### config.mk
export PLATFORM = sky130hd
export DESIGN_NAME = cpu_dbg_mem_port_flat
export DESIGN_NICKNAME = d
export VERILOG_FILES = /design/src/rtl/cpu_dbg_mem_port_pkg.sv /design/src/rtl/cpu_dbg_mem_port_if.sv /design/src/rtl/cpu_dbg_mem_port.sv /design/src/flat_wrapper.sv
export SDC_FILE = /design/constraint.sdc
export NUM_CORES = 1
export LEC_CHECK = 0
export CAP_MARGIN = 40
export CORE_MARGIN = 3
export CORE_UTILIZATION = 40
export CTS_CLUSTER_DIAMETER = 120
export DETAILED_ROUTE_END_ITERATION = 8
export PLACE_DENSITY = 0.8
export RECOVER_POWER = 100
export SKIP_LAST_GASP = 1
export SLEW_MARGIN = 20
export SYNTH_ARGS = -nofsm -noshare
export SYNTH_HDL_FRONTEND = slang
export SYNTH_SLANG_ARGS = --single-unit
export TNS_END_PERCENT = 50
### constraint.sdc
create_clock -name clk -period 2.05 [get_ports clk]
set_input_delay 0.3075 -clock clk [delete_from_list [all_inputs] [get_ports clk]]
set_output_delay 0.3075 -clock clk [all_outputs]
set_load 0.02 [all_outputs]
### src/rtl/cpu_dbg_mem_port_pkg.sv
// Shared definitions for the CPU debug memory port and its serial command decoder.
`default_nettype none

package cpu_dbg_pkg;

  localparam int DEF_ADDR_W = 10;
  localparam int DEF_SETTLE = 2;
  localparam int DEF_LEN_W  = 8;

  localparam logic [1:0] OP_RD_IM = 2'b00;
  localparam logic [1:0] OP_RD_DM = 2'b01;
  localparam logic [1:0] OP_WR_IM = 2'b10;
  localparam logic [1:0] OP_WR_DM = 2'b11;

  typedef enum logic [2:0] {
    S_IDLE     = 3'd0,
    S_W_SETUP  = 3'd1,
    S_W_STROBE = 3'd2,
    S_W_HOLD   = 3'd3,
    S_R_SETTLE = 3'd4,
    S_RESP     = 3'd5
  } state_t;

endpackage

`default_nettype wire

### src/rtl/cpu_dbg_mem_port_if.sv
// Command/response stream between the debug command decoder (master) and the memory port (slave).
`default_nettype none

interface cpu_dbg_mem_port_if
  import cpu_dbg_pkg::*;
#(
  parameter int LEN_W = DEF_LEN_W
) ();

  logic             cmd_valid;
  logic             cmd_ready;
  logic [1:0]       cmd_op;
  logic [31:0]      cmd_addr;
  logic [31:0]      cmd_data;
  logic [LEN_W-1:0] cmd_len;

  logic             rsp_valid;
  logic             rsp_ready;
  logic [31:0]      rsp_addr;
  logic [31:0]      rsp_data;
  logic             rsp_last;

  modport master (
    output cmd_valid, cmd_op, cmd_addr, cmd_data, cmd_len, rsp_ready,
    input  cmd_ready, rsp_valid, rsp_addr, rsp_data, rsp_last
  );

  modport slave (
    input  cmd_valid, cmd_op, cmd_addr, cmd_data, cmd_len, rsp_ready,
    output cmd_ready, rsp_valid, rsp_addr, rsp_data, rsp_last
  );

endinterface

`default_nettype wire

### src/rtl/cpu_dbg_mem_port.sv
// Debug-side initiator for the CPU memory-load port: single-word writes with a
// registered clk_ld strobe, and burst reads sampled after an address settle time.
`default_nettype none

module cpu_dbg_mem_port
  import cpu_dbg_pkg::*;
#(
  parameter int ADDR_W = DEF_ADDR_W,
  parameter int SETTLE = DEF_SETTLE,
  parameter int LEN_W  = DEF_LEN_W
) (
  input  logic               clk,
  input  logic               rstn,
  cpu_dbg_mem_port_if.slave  bus,
  output logic [31:0]        addr,
  output logic [31:0]        din,
  output logic               we_im,
  output logic               we_dm,
  output logic               clk_ld,
  input  logic [31:0]        dout_im,
  input  logic [31:0]        dout_dm,
  output logic               busy
);

  localparam int          SW        = (SETTLE > 1) ? $clog2(SETTLE) : 1;
  localparam logic [31:0] ADDR_MASK = (ADDR_W >= 32) ? 32'hFFFF_FFFF
                                                     : ((32'd1 << ADDR_W) - 32'd1);

  state_t           state_q, state_d;
  logic [1:0]       op_q, op_d;
  logic [LEN_W-1:0] count_q, count_d;
  logic [SW-1:0]    settle_q, settle_d;
  logic [31:0]      addr_q, addr_d;
  logic [31:0]      din_q, din_d;
  logic             we_im_q, we_im_d;
  logic             we_dm_q, we_dm_d;
  logic             clk_ld_q, clk_ld_d;
  logic             cmd_ready_q, cmd_ready_d;
  logic             busy_q, busy_d;
  logic             rsp_valid_q, rsp_valid_d;
  logic [31:0]      rsp_addr_q, rsp_addr_d;
  logic [31:0]      rsp_data_q, rsp_data_d;
  logic             rsp_last_q, rsp_last_d;

  always_ff @(posedge clk or negedge rstn) begin
    if (!rstn) begin
      state_q     <= S_IDLE;
      op_q        <= '0;
      count_q     <= '0;
      settle_q    <= '0;
      addr_q      <= '0;
      din_q       <= '0;
      we_im_q     <= 1'b0;
      we_dm_q     <= 1'b0;
      clk_ld_q    <= 1'b0;
      cmd_ready_q <= 1'b1;
      busy_q      <= 1'b0;
      rsp_valid_q <= 1'b0;
      rsp_addr_q  <= '0;
      rsp_data_q  <= '0;
      rsp_last_q  <= 1'b0;
    end else begin
      state_q     <= state_d;
      op_q        <= op_d;
      count_q     <= count_d;
      settle_q    <= settle_d;
      addr_q      <= addr_d;
      din_q       <= din_d;
      we_im_q     <= we_im_d;
      we_dm_q     <= we_dm_d;
      clk_ld_q    <= clk_ld_d;
      cmd_ready_q <= cmd_ready_d;
      busy_q      <= busy_d;
      rsp_valid_q <= rsp_valid_d;
      rsp_addr_q  <= rsp_addr_d;
      rsp_data_q  <= rsp_data_d;
      rsp_last_q  <= rsp_last_d;
    end
  end

  always_comb begin
    state_d    = state_q;
    op_d       = op_q;
    count_d    = count_q;
    settle_d   = settle_q;
    addr_d     = addr_q;
    din_d      = din_q;
    we_im_d    = we_im_q;
    we_dm_d    = we_dm_q;
    clk_ld_d   = 1'b0;
    rsp_addr_d = rsp_addr_q;
    rsp_data_d = rsp_data_q;
    rsp_last_d = rsp_last_q;

    case (state_q)
      S_IDLE: begin
        if (bus.cmd_valid && cmd_ready_q) begin
          op_d     = bus.cmd_op;
          din_d    = bus.cmd_data;
          count_d  = (bus.cmd_len == '0) ? LEN_W'(1) : bus.cmd_len;
          addr_d   = bus.cmd_addr & ADDR_MASK;
          settle_d = SW'(SETTLE - 1);
          if (bus.cmd_op[1]) begin
            we_im_d = (bus.cmd_op == OP_WR_IM);
            we_dm_d = (bus.cmd_op == OP_WR_DM);
            state_d = S_W_SETUP;
          end else begin
            state_d = S_R_SETTLE;
          end
        end
      end
      S_W_SETUP: begin
        clk_ld_d = 1'b1;
        state_d  = S_W_STROBE;
      end
      S_W_STROBE: begin
        state_d = S_W_HOLD;
      end
      S_W_HOLD: begin
        we_im_d    = 1'b0;
        we_dm_d    = 1'b0;
        rsp_addr_d = addr_q;
        rsp_data_d = din_q;
        rsp_last_d = 1'b1;
        state_d    = S_RESP;
      end
      S_R_SETTLE: begin
        if (settle_q == '0) begin
          rsp_addr_d = addr_q;
          rsp_data_d = (op_q == OP_RD_DM) ? dout_dm : dout_im;
          rsp_last_d = (count_q == LEN_W'(1));
          state_d    = S_RESP;
        end else begin
          settle_d = settle_q - SW'(1);
        end
      end
      S_RESP: begin
        if (bus.rsp_ready) begin
          if (rsp_last_q) begin
            state_d = S_IDLE;
          end else begin
            // Next burst word: wrap within the decoded address window.
            count_d  = count_q - LEN_W'(1);
            addr_d   = (addr_q + 32'd1) & ADDR_MASK;
            settle_d = SW'(SETTLE - 1);
            state_d  = S_R_SETTLE;
          end
        end
      end
      default: begin
        state_d = S_IDLE;
      end
    endcase

    cmd_ready_d = (state_d == S_IDLE);
    busy_d      = (state_d != S_IDLE);
    rsp_valid_d = (state_d == S_RESP);
  end

  assign bus.cmd_ready = cmd_ready_q;
  assign bus.rsp_valid = rsp_valid_q;
  assign bus.rsp_addr  = rsp_addr_q;
  assign bus.rsp_data  = rsp_data_q;
  assign bus.rsp_last  = rsp_last_q;
  assign addr          = addr_q;
  assign din           = din_q;
  assign we_im         = we_im_q;
  assign we_dm         = we_dm_q;
  assign clk_ld        = clk_ld_q;
  assign busy          = busy_q;

endmodule

`default_nettype wire
### src/flat_wrapper.sv
// flat-port wrapper written by rule: the top's interface ports become plain ports
module cpu_dbg_mem_port_flat import cpu_dbg_pkg::*;
#(
  parameter int ADDR_W = DEF_ADDR_W,
  parameter int SETTLE = DEF_SETTLE,
  parameter int LEN_W  = DEF_LEN_W
)
  (clk, rstn, addr, din, we_im, we_dm, clk_ld, dout_im, dout_dm, busy, bus_cmd_valid, bus_cmd_op, bus_cmd_addr, bus_cmd_data, bus_cmd_len, bus_rsp_ready, bus_cmd_ready, bus_rsp_valid, bus_rsp_addr, bus_rsp_data, bus_rsp_last);
  cpu_dbg_mem_port_if #(.LEN_W(LEN_W)) bus_i ();
  input  logic clk;
  input  logic rstn;
  output logic [31:0] addr;
  output logic [31:0] din;
  output logic we_im;
  output logic we_dm;
  output logic clk_ld;
  input  logic [31:0] dout_im;
  input  logic [31:0] dout_dm;
  output logic busy;
  input wire logic [$bits(bus_i.cmd_valid)-1:0] bus_cmd_valid;
  input wire logic [$bits(bus_i.cmd_op)-1:0] bus_cmd_op;
  input wire logic [$bits(bus_i.cmd_addr)-1:0] bus_cmd_addr;
  input wire logic [$bits(bus_i.cmd_data)-1:0] bus_cmd_data;
  input wire logic [$bits(bus_i.cmd_len)-1:0] bus_cmd_len;
  input wire logic [$bits(bus_i.rsp_ready)-1:0] bus_rsp_ready;
  output wire logic [$bits(bus_i.cmd_ready)-1:0] bus_cmd_ready;
  output wire logic [$bits(bus_i.rsp_valid)-1:0] bus_rsp_valid;
  output wire logic [$bits(bus_i.rsp_addr)-1:0] bus_rsp_addr;
  output wire logic [$bits(bus_i.rsp_data)-1:0] bus_rsp_data;
  output wire logic [$bits(bus_i.rsp_last)-1:0] bus_rsp_last;
  assign bus_i.cmd_valid = bus_cmd_valid;
  assign bus_i.cmd_op = bus_cmd_op;
  assign bus_i.cmd_addr = bus_cmd_addr;
  assign bus_i.cmd_data = bus_cmd_data;
  assign bus_i.cmd_len = bus_cmd_len;
  assign bus_i.rsp_ready = bus_rsp_ready;
  assign bus_cmd_ready = bus_i.cmd_ready;
  assign bus_rsp_valid = bus_i.rsp_valid;
  assign bus_rsp_addr = bus_i.rsp_addr;
  assign bus_rsp_data = bus_i.rsp_data;
  assign bus_rsp_last = bus_i.rsp_last;
  cpu_dbg_mem_port #(.ADDR_W(ADDR_W), .SETTLE(SETTLE), .LEN_W(LEN_W)) u_core (.clk(clk), .rstn(rstn), .bus(bus_i), .addr(addr), .din(din), .we_im(we_im), .we_dm(we_dm), .clk_ld(clk_ld), .dout_im(dout_im), .dout_dm(dout_dm), .busy(busy));
endmodule
==> flow_summary.rst, run 1 <==
.. list-table::
   :header-rows: 1

   * - Metric
     - Value
   * - Gr usage total
     - 0.1930
   * - Total Routed Length
     - 15400 um
   * - Number of enable flip-flop cells after synthesis
     - 0
   * - Total internal power
     - around 0.0071 W
   * - Via density
     - slightly above 5
   * - Ports placed on the boundary
     - between 200 and 300
   * - Horizontal extent of the die
     - 125.2 um
   * - Overall via count from detail_route
     - approximately 4500
   * - List of cells traversed by the critical path
     - nand4bb_4, nor2_4, clkbuf_2, mux2_2
   * - Period Utilization, post-route
     - 0.9314
   * - Synth warnings
     - 0
   * - Cell type with the highest aggregate area in the netlist
     - sky130_fd_sc_hd__dfrtp_1
   * - Router iterations before antenna repair
     - 4
   * - Outcome
     - finished clean
   * - Fill cell total of the finished layout
     - ~1100
   * - Total grt overflow
     - 0
   * - Library cell contributing the largest single delay on the critical path
     - sky130_fd_sc_hd__dfrtp_1
   * - Mean instance size in the synthesized netlist
     - 11.41 sq um
   * - Leakage
     - roughly 3.6 nW
   * - Min cycle time layout
     - around 1900 ps
   * - Share of cells above drive strength 1
     - 0.1337
   * - Detailed placer's ending HPWL
     - 11450 um
   * - Largest net degree at the start of global routing
     - 106
   * - Worst setup skew after layout
     - 8.401 ps
   * - Ranking of synthesized cells by instance count
     - sky130_fd_sc_hd__dfrtp_1, sky130_fd_sc_hd__buf_4, sky130_fd_sc_hd__nor2_1
   * - Part of the Yosys area used for sequential elements
     - 0.4627
   * - Starting DRT DRC Count
     - ~150
   * - Instance area after placement
     - 7811 sq um
   * - Initial antenna violation count
     - 0
   * - Rel. slew slack
     - 0.04102
   * - Sequential power share
     - 0.325
   * - Pins Over Slew Limit
     - 0
   * - Total area of multi-input combinational cells
     - 2537 sq um
   * - Worst Setup End Kind
     - flop
   * - Area fraction of the dominant cell type after synthesis
     - 0.4580
   * - Max Buffers Root-to-Sink
     - 2
   * - Dominant cell by count in the synthesized netlist
     - sky130_fd_sc_hd__dfrtp_1
   * - Critical path start-end classification
     - flop to flop
   * - Clock root cell
     - sky130_fd_sc_hd__clkbuf_16
   * - First-pass GRT wire length
     - 24690 um
   * - PnR Total Power
     - 0.01185 W
   * - Worst min path class
     - input pin to async pin
   * - Clock Sink Count
     - 105
   * - Clock network fraction of design power
     - 0.159
   * - Port bufs
     - 210
   * - Worst Path Buf+Inv
     - 1
   * - RD Place Congestion
     - roughly 0.87
   * - Data arrival time of the worst path
     - 2140 ps
   * - Comb power frac
     - 0.517
   * - Clock-pin slew of the registers on the worst-case setup and hold paths
     - 70 ps
   * - Final Cell Area
     - 7996 sq um
   * - Net Sw Frac
     - 0.4046
   * - Sum of negative setup slack
     - 0 ps
   * - # rows
     - 42
   * - Family with the most delay on the worst path
     - simple AND/OR/NAND/NOR gates
   * - Setup repair after global routing missed its margin
     - false
   * - Area used by sequential logic in the layout
     - 2629 sq um
   * - Largest fanout on the critical path
     - 10
   * - Antenna diodes
     - 0
   * - Vias in the first global route
     - roughly 4800
   * - Worst-Skew Late Latency
     - 350 ps
   * - Number of routed nets with antenna violations
     - 0
   * - Setup Fix Bufs, Post-CTS
     - 0
   * - Placeable Area
     - 13560 sq um
   * - Final setup violation count
     - 0
   * - Remaining design rule violation count
     - 0
   * - Worst slack on hold paths
     - 430.4 ps
   * - Synthesis-to-layout area growth
     - 40.74%
   * - Die area
     - about 16000 sq um
   * - Mapped cell area
     - 5682 sq um
   * - Synthesis-stage register bit count
     - 105
   * - Syn Inst Count
     - between 400 and 500
   * - Distinct cell type count of the synthesized netlist
     - 55
   * - Net Sw Power
     - 0.004794 W
   * - CP required
     - 2280 ps
   * - Effective utilization at floorplan
     - 0.4191
   * - Asr flop ratio synth
     - 1.000
   * - Synth Flop Type
     - sky130_fd_sc_hd__dfrtp_1
   * - Total of max-cap violations
     - 0
   * - CTS tree
     - yes
   * - Peak Freq
     - about 520 MHz
   * - Total count of hold-check failures in the final report
     - 0
   * - Num CTS Buffers
     - 9
   * - Top cells by area in the synthesized netlist
     - sky130_fd_sc_hd__dfrtp_1, sky130_fd_sc_hd__mux2_2, sky130_fd_sc_hd__buf_4
   * - Power density cells
     - roughly 1500 nW/um^2
   * - Maximum level of the CTS H-tree
     - 3
   * - Pin slew with the least headroom to its limit
     - 1438 ps
   * - Final Net Count
     - between 800 and 900
   * - WL/cell
     - 17.52 um
   * - Maximum vdd ir drop
     - 726.7 uV
   * - Number of gates given a new drive strength after cts
     - 0
   * - CTS Hold Buffers Added
     - 0
   * - Die extent in y
     - 125.2 um
   * - Critical Path Max Stage Delay
     - 520 ps
   * - Startpoint class of the critical path
     - flop
==> registers in the layout, indices dropped and copies added, names as in the netlist <==
signal,count
u_core.op_q,2
u_core.bus.rsp_data,32
u_core.we_dm,1
u_core.bus.rsp_addr,10
u_core.count_q,8
u_core.addr,10
u_core.clk_ld,1
u_core.bus.cmd_ready,1
u_core.state_q,3
u_core.din,32
u_core.settle_q,1
u_core.we_im,1
u_core.bus.rsp_valid,1
u_core.busy,1
u_core.bus.rsp_last,1
==> placed cells by master, fill, tap and decap left out, drive strengths merged, types with 3 or more instances in the layout <==
cell type,instances
nand3b,3
dlygate4sd3,91
buf,10
o22ai,3
mux2i,33
clkdlybuf4s50,118
nand3,7
a2bb2oi,4
nand2,13
nor3b,4
conb,44
mux2,47
a211oi,32
a21o,32
and3,4
a22oi,4
nor4,3
inv,12
nor3,5
o2bb2ai,3
dfrtp,104
a21oi,15
ha,3
o21ai,19
nor2,46
clkbuf,14
==> worst paths after layout <==
| path | start | cells past startpoint | slack, ps | endpoint |
|---|---|---|---|---|
| worst min-delay path | rstn | 2 | 430 | u_core.clk_ld |
| min in group clk | u_core.bus.rsp_data[19] | 1 | 470 | u_core.bus.rsp_data[19] |
| worst min register to register | u_core.bus.rsp_data[19] | 1 | 470 | u_core.bus.rsp_data[19] |
| max in group asynchronous | rstn | 2 | 730 | u_core.din[13] |
| worst max register to register | u_core.state_q[0] | 4 | 140 | u_core.din[9] |
| worst max-delay path | u_core.state_q[0] | 4 | 140 | u_core.din[9] |
==> kinds of logic (layout without fill, tap and decap cells) <==
family / after synthesis / after routing / synth area share
and+or+nand+nor: 96 / 96 / 0.08963
xor gates and xnor gates: 1 / 1 / 0.001542
AOI/OAI and AO/OA: 124 / 124 / 0.1848
buffers and inverters: 88 / 250 / 0.1028
adders and majority gates: 3 / 3 / 0.006607
DFF: 105 / 105 / 0.4627
muxes: 80 / 80 / 0.1513
other: 1 / 44 / 0.0006600
==> per-stage QoR <==
stage / setup WS, ps / util / instances
after global placement: 63.99 / 0.5761 / 863
after CTS: 160.6 / 0.6003 / 879
after floorplan: 437.2 / - / 541
final: 140.7 / 0.5898 / 879
after detailed placement: 33.62 / 0.5761 / 863
after global routing: 59.67 / 0.5898 / 879
==> power by group through the flow <==
stage / clock network, W / registers (W) / logic [W]
finish: 0.00188 / 0.00385 / 0.00612
floorplan: 0 / 0.00473 / 0.00315
global placement: 0 / 0.00385 / 0.00649
global route: 0.00204 / 0.00399 / 0.00658
detailed placement: 0 / 0.00393 / 0.00669
CTS: 0.00194 / 0.00389 / 0.00672
==> worst register-to-register path: stages (launching register included) <==
cell,delay (ps)
sky130_fd_sc_hd__dfrtp_1,520
sky130_fd_sc_hd__nand4bb_4,370
sky130_fd_sc_hd__nor2_4,240
sky130_fd_sc_hd__clkbuf_2,300
sky130_fd_sc_hd__mux2_2,370
==> final cells by class <==
cell class / instances / share of cell area
flip-flops and latches: 105 / 0.3287
multi-input cells: 348 / 0.3173
repair buffers: 223 / 0.2802
clock buffers: 10 / 0.02989
well taps: 176 / 0.02754
clock inverters: 6 / 0.01111
inverters: 11 / 0.005164
==> per-layer routing <==
metal / up-vias / global-route usage / share of wire
li1: 2107 / - / -
met1: 2214 / 0.2279 / 0.39
met2: 203 / 0.3474 / 0.53
met3: 25 / 0.04606 / 0.069
met4: 0 / 0.05995 / 0.018
met5: - / 0 / 0
Note: power is estimated with default switching activity, not from simulation.
==> run 2, diff against run 1 <==
PLACE_DENSITY = 0.79   (was 0.8)
==> run 2 against run 1 <==
  * Final cell count grew 0.57%
  * Worst setup slack improved by 14 ps
  * Core utilization rose by 0.50 points
  * First-iteration DRC count rose by 23%
  * Largest cell class unchanged
==> flow_summary.rst, run 2 (synthesis results as in run 1) <==
.. list-table::
   :header-rows: 1

   * - Metric
     - Value
   * - Synthesis-to-layout area growth
     - 41.93%
   * - Critical Path Max Stage Delay
     - roughly 700 ps
   * - Startpoint of the most critical setup path
     - u_core.bus.cmd_ready
   * - Effective utilization at floorplan
     - 0.4191
   * - DP Worst Slack
     - approximately 120 ps
   * - # rows
     - 42
   * - Worst Path Buf+Inv
     - 1
   * - Router iterations before antenna repair
     - 4
   * - First-pass GRT wire length
     - 23460 um
   * - Total Routed Length
     - 14680 um
   * - Total of max-cap violations
     - 0
   * - Min cycle time layout
     - 1895 ps
   * - Library cell contributing the largest single delay on the critical path
     - sky130_fd_sc_hd__dlygate4sd3_1
   * - Net Sw Power
     - 0.004759 W
   * - Clock Sink Count
     - 105
   * - Period Utilization, post-route
     - 0.9243
   * - Detailed placer's ending HPWL
     - 11130 um
   * - RD Place Congestion
     - approximately 0.84
   * - Worst slack on hold paths
     - 470.7 ps
   * - Net Sw Frac
     - 0.4016
   * - Startpoint of the worst-slack reg-to-reg timing path
     - u_core.state_q[2]
   * - Clock network fraction of design power
     - 0.159
   * - Startpoint class of the critical path
     - flop
   * - Num CTS Buffers
     - 9
   * - Commonest non-fill, non-tap cell in the layout
     - sky130_fd_sc_hd__clkdlybuf4s50_1
   * - Clock root cell
     - sky130_fd_sc_hd__clkbuf_16
   * - Total grt overflow
     - 0
   * - Setup repair after global routing missed its margin
     - false
   * - Total internal power
     - about 0.0071 W
   * - Reg2reg end
     - u_core.bus.rsp_data[1]
   * - Critical path depth
     - 1
   * - Max Buffers Root-to-Sink
     - 2
   * - Outcome
     - finished clean
   * - Rel. slew slack
     - 0.2526
   * - Gr usage total
     - 0.1824
   * - Final Net Count
     - 848
   * - Register-to-Register Setup Slack
     - 210 ps
   * - Pin slew with the least headroom to its limit
     - 1121 ps
   * - Maximum level of the CTS H-tree
     - 3
   * - Data arrival time of the worst path
     - 1590 ps
   * - Capture point of the worst path
     - bus_cmd_ready
   * - Starting DRT DRC Count
     - 179
   * - Logic depth of the worst register-to-register path
     - 5
   * - Largest net degree at the start of global routing
     - 51
   * - Final setup violation count
     - 0
   * - Peak Freq
     - 527.7 MHz
   * - CTS tree
     - yes
   * - Port bufs
     - 210
   * - Number of gates given a new drive strength after cts
     - 0
   * - Antenna diodes
     - 0
   * - Remaining design rule violation count
     - 0
   * - CP required
     - 1740 ps
   * - Family with the most delay on the worst path
     - buffers and inverters
   * - Worst min path class
     - flop to flop
   * - Total count of hold-check failures in the final report
     - 0
   * - Most frequent cells in the layout
     - sky130_fd_sc_hd__clkdlybuf4s50_1, sky130_fd_sc_hd__dfrtp_1, sky130_fd_sc_hd__dlygate4sd3_1
   * - Final Cell Area
     - 8064 sq um
   * - Power density cells
     - around 1500 nW/um^2
   * - Placeable Area
     - 13560 sq um
   * - Horizontal extent of the die
     - between 100 and 150 um
   * - WL/cell
     - 16.60 um
   * - Share of cells above drive strength 1
     - 0.1412
   * - Number of routed nets with antenna violations
     - 0
   * - Sequential power share
     - 0.324
   * - Worst Setup End Kind
     - output port
   * - Clock-pin slew of the registers on the worst-case setup and hold paths
     - 70 ps
   * - Die area
     - 15670 sq um
   * - Comb power frac
     - 0.516
   * - Instance area after placement
     - 7841 sq um
   * - Largest fanout on the critical path
     - 2
   * - Leakage
     - 3.646 nW
   * - Sum of negative setup slack
     - 0 ps
   * - Via density
     - 5.081
   * - Vias in the first global route
     - 4605
   * - Critical path start-end classification
     - flop to output port
   * - List of cells traversed by the critical path
     - dlygate4sd3_1
   * - Pins Over Slew Limit
     - 0
   * - Overall via count from detail_route
     - 4492
   * - Final worst-path setup slack
     - approximately 160 ps
   * - Die extent in y
     - around 130 um
   * - Worst setup skew after layout
     - 6.275 ps
   * - Ports placed on the boundary
     - between 200 and 300
   * - Maximum vdd ir drop
     - 880.9 uV
   * - Initial antenna violation count
     - 0
   * - Worst-Skew Late Latency
     - 340 ps
==> run 2: how the worst min path moves through the flow <==
| stage | slack (ps) | endpoint | cells after the start | start |
|---|---|---|---|---|
| finish | 470 | u_core.bus.rsp_data[28] | 1 | u_core.bus.rsp_data[28] |
| global route | 490 | u_core.bus.rsp_data[19] | 1 | u_core.bus.rsp_data[19] |
| CTS | 480 | u_core.bus.rsp_data[28] | 1 | u_core.bus.rsp_data[28] |
| detailed placement | 340 | u_core.clk_ld | 1 | rstn |
| global placement | 330 | u_core.clk_ld | 1 | rstn |
| floorplan | 10 | u_core.addr[0] | 0 | rstn |
==> run 2: through the flow <==
step                  util  instances  power (W)
finish              0.5948        884    0.01185
floorplan                -        541   0.007881
global placement    0.5784        867    0.01035
global route        0.5948        884    0.01259
detailed placement  0.5784        867    0.01058
CTS                 0.6034        884    0.01249
==> run 2: per-layer routing <==
layer / global-route usage / share of wire
met1: 0.2236 / 0.41
met4: 0.05548 / 0.017
met5: 0 / 0
met2: 0.3246 / 0.51
met3: 0.03625 / 0.061
==> run 2: area by class of cell <==
| class | count | area [sq um] |
|---|---|---|
| Clock buffer | 11 | 242.7 |
| Multi-Input combinational cell | 348 | 2560 |
| Clock inverter | 5 | 86.33 |
| Timing Repair Buffer | 228 | 2285 |
| Fill cell | 1100 | 5494 |
| Sequential cell | 105 | 2629 |
| Tap cell | 176 | 220.2 |
| Inverter | 11 | 41.29 |
==> run 2: timing repair <==
item,CTS,global route
hold buffers,1,0
setup buffers,0,0
endpoints found under the hold margin,37,0
==> run 2: worst reg2reg max path: cells and delay by family, from the launching register on <==
family          cells  cell delay (ps)
compound gates      3              620
buf+inv             1              190
flops               1              520
simple gates        1              450
==> run 2: power groups by stage <==
stage	logic (W)	clock network (W)	registers [W]
4_1_cts	0.00667	0.00192	0.00390
6_report	0.00612	0.00189	0.00384
2_1_floorplan	0.00315	0	0.00473
5_1_grt	0.00659	0.00201	0.00399
3_3_place_gp	0.00650	0	0.00385
3_5_place_dp	0.00665	0	0.00393
==> run 3, diff against run 2 <==
--- a/config.mk
+++ b/config.mk
@@ -12,3 +12,4 @@
 export DETAILED_ROUTE_END_ITERATION = 8
-export PLACE_DENSITY = 0.79
+export DONT_BUFFER_PORTS = 1
+export PLACE_DENSITY = 0.54
 export RECOVER_POWER = 100
==> constraint.sdc (replaced) <==
create_clock -name clk -period 2.05 [get_ports clk]
set_input_delay 0.41 -clock clk [delete_from_list [all_inputs] [get_ports clk]]
set_output_delay 0.41 -clock clk [all_outputs]
set_load 0.02 [all_outputs]
==> run 3 against run 2 <==
  * The run now ends with hold timing left
  * Hold slack got worse by 710 ps
  * Clock-buffer cell count up 1
  * Core utilization decreased by 16 points
  * Fmax is 1.5% higher
  * Combinational power down 46%
  * Non-clock buffer count shrank 212
  * Routed wire length decreased by 11%
  * Design area down 27%
  * Critical path type is now flop to flop
==> flow_summary.rst, run 3 (synthesis results as in run 1) <==
.. list-table::
   :header-rows: 1

   * - Metric
     - Value
   * - Final Net Count
     - 636
   * - Largest fanout on the critical path
     - 34
   * - Share of cells above drive strength 1
     - 0.1815
   * - Ports placed on the boundary
     - 277
   * - Clock root cell
     - sky130_fd_sc_hd__clkbuf_16
   * - # placed instances
     - 656
   * - Total internal power
     - 0.005673 W
   * - Num CTS Buffers
     - 9
   * - Violations in the final reports
     - hold timing
   * - Placeable Area
     - 13560 sq um
   * - Router iterations before antenna repair
     - 5
   * - CP required
     - 2270 ps
   * - Maximum vdd ir drop
     - ~550 uV
   * - Initial antenna violation count
     - 1
   * - Remaining design rule violation count
     - 0
   * - Data arrival time of the worst path
     - ~2100 ps
   * - Instance area after placement
     - 5734 sq um
   * - Clock Sink Count
     - 105
   * - Non-Filler Instances
     - 672
   * - RD Place Congestion
     - 0.7918
   * - Net Sw Frac
     - 0.4382
   * - Power density cells
     - ~1700 nW/um^2
   * - Net Sw Power
     - roughly 0.0044 W
   * - Horizontal extent of the die
     - around 130 um
   * - Worst setup skew after layout
     - 8.161 ps
   * - Detailed placer's ending HPWL
     - 9472 um
   * - Setup Fix Bufs, Post-CTS
     - 0
   * - Final Cell Area
     - 5866 sq um
   * - Total count of hold-check failures in the final report
     - approximately 110
   * - Clock-pin slew of the registers on the worst-case setup and hold paths
     - 70 ps
   * - Outcome
     - finished, violations left
   * - Total Routed Length
     - 13060 um
   * - Number of gates given a new drive strength after cts
     - 0
   * - Total grt overflow
     - 0
   * - PnR Total Power
     - 0.01010 W
   * - Port bufs
     - 0
   * - Overall via count from detail_route
     - 3638
   * - Worst Setup End Kind
     - flop
   * - Largest net degree at the start of global routing
     - around 110
   * - Comb power frac
     - 0.329
   * - Period Utilization, post-route
     - 0.9110
   * - Worst-Skew Late Latency
     - 340 ps
   * - Max Buffers Root-to-Sink
     - 2
   * - Gr usage total
     - 0.1606
   * - Vias in the first global route
     - ~3600
   * - Peak Freq
     - 535.5 MHz
   * - Leakage
     - around 2.7 nW
   * - Via density
     - 5.414
   * - Clock network fraction of design power
     - 0.167
   * - Startpoint class of the critical path
     - flop
   * - Starting DRT DRC Count
     - 169
   * - First-pass GRT wire length
     - 20290 um
   * - CTS tree
     - yes
   * - Fill cell total of the finished layout
     - 1282
   * - Setup repair after global routing missed its margin
     - false
   * - Util after Layout
     - 0.4326
   * - Commonest non-fill, non-tap cell in the layout
     - sky130_fd_sc_hd__dfrtp_1
   * - Antenna diodes
     - 0
   * - # rows
     - 42
   * - WL/cell
     - 19.43 um
   * - Pins Over Slew Limit
     - 0
   * - Synthesis-to-layout area growth
     - 3.237%
   * - Die extent in y
     - approximately 130 um
   * - Number of routed nets with antenna violations
     - 0
   * - Sum of negative setup slack
     - 0 ps
   * - Total of max-cap violations
     - 0
   * - Critical path start-end classification
     - flop to flop
   * - Most frequent cells in the layout
     - sky130_fd_sc_hd__dfrtp_1, sky130_fd_sc_hd__nor2_1, sky130_fd_sc_hd__mux2_2, sky130_fd_sc_hd__conb_1, sky130_fd_sc_hd__mux2i_1
   * - Worst min path class
     - input pin to async pin
   * - Die area
     - 15670 sq um
   * - Worst slack on hold paths
     - -239.7 ps
   * - Final setup violation count
     - 0
   * - Maximum level of the CTS H-tree
     - 3
   * - Sequential power share
     - 0.505
   * - Effective utilization at floorplan
     - 0.4191
   * - Min cycle time layout
     - 1868 ps
## run 3: cell types whose count changed in the layout (fill, tap and decap cells not counted), moves of 2 or more
cell and change:
sky130_fd_sc_hd__a21oi_1 +2, sky130_fd_sc_hd__buf_4 +2, sky130_fd_sc_hd__clkinv_4 -2, sky130_fd_sc_hd__a21oi_2 -2, sky130_fd_sc_hd__dlygate4sd3_1 -92, sky130_fd_sc_hd__clkdlybuf4s50_1 -118, sky130_fd_sc_hd__a211oi_1 +6, sky130_fd_sc_hd__clkinv_2 +2
sky130_fd_sc_hd__a211oi_2 -6
## run 3: power by group through the flow
| stage | sequential (W) | clock [W] | combinational, W |
|---|---|---|---|
| 6_report | 0.00510 | 0.00168 | 0.00332 |
| 5_1_grt | 0.00523 | 0.00185 | 0.00370 |
| 4_1_cts | 0.00514 | 0.00174 | 0.00359 |
| 3_5_place_dp | 0.00517 | 0 | 0.00359 |
| 3_3_place_gp | 0.00515 | 0 | 0.00349 |
| 2_1_floorplan | 0.00473 | 0 | 0.00315 |
## run 3: layout make-up
cell class / instances / area, sq um / area share
clock inverter: 4 / 47.55 / 0.008106
clock buffer: 12 / 236.5 / 0.04032
inverter: 11 / 41.29 / 0.007039
timing repair buffer: 16 / 172.7 / 0.02944
multi-input combinational: 348 / 2519 / 0.4294
sequential: 105 / 2629 / 0.4482
tap: 176 / 220.2 / 0.03754
## run 3: path summary, 6_finish.rpt
kind                                       from              endpoint  slack [ps]  cells past startpoint
setup / recovery           u_core.bus.cmd_ready        u_core.din[11]         180                      4
hold / removal                             rstn  u_core.bus.rsp_valid        -240                      0
setup reg to reg           u_core.bus.cmd_ready        u_core.din[11]         180                      4
hold reg to reg                  u_core.op_q[0]        u_core.op_q[0]         510                      1
max in group asynchronous                  rstn        u_core.addr[3]        2110                      0
min in group clk                bus_cmd_data[7]         u_core.din[7]         200                      1
## run 3: critical path, cell delays in order, from the launching register on
cell	delay, ps
sky130_fd_sc_hd__dfstp_1	690
sky130_fd_sc_hd__nand4bb_4	210
sky130_fd_sc_hd__nor2_4	120
sky130_fd_sc_hd__buf_6	330
sky130_fd_sc_hd__mux2_2	390
## run 3: metrics by stage
step | hold slack, ps | setup WS (ps)
6_report | -239.7 | 182.4
5_1_grt | -263.1 | 91.72
4_1_cts | -256.2 | 255.3
3_5_place_dp | 117.0 | 264.7
3_3_place_gp | 117.0 | 278.0
2_1_floorplan | 114.4 | 437.2
## run 3: per-layer routing
layer / up-vias / wire (um) / GRT usage
met4: 2 / 191 / 0.05676
met2: 153 / 6567 / 0.2695
met5: - / 13 / 0
met1: 1783 / 5106 / 0.1891
li1: 1685 / - / -
met3: 15 / 1178 / 0.06055
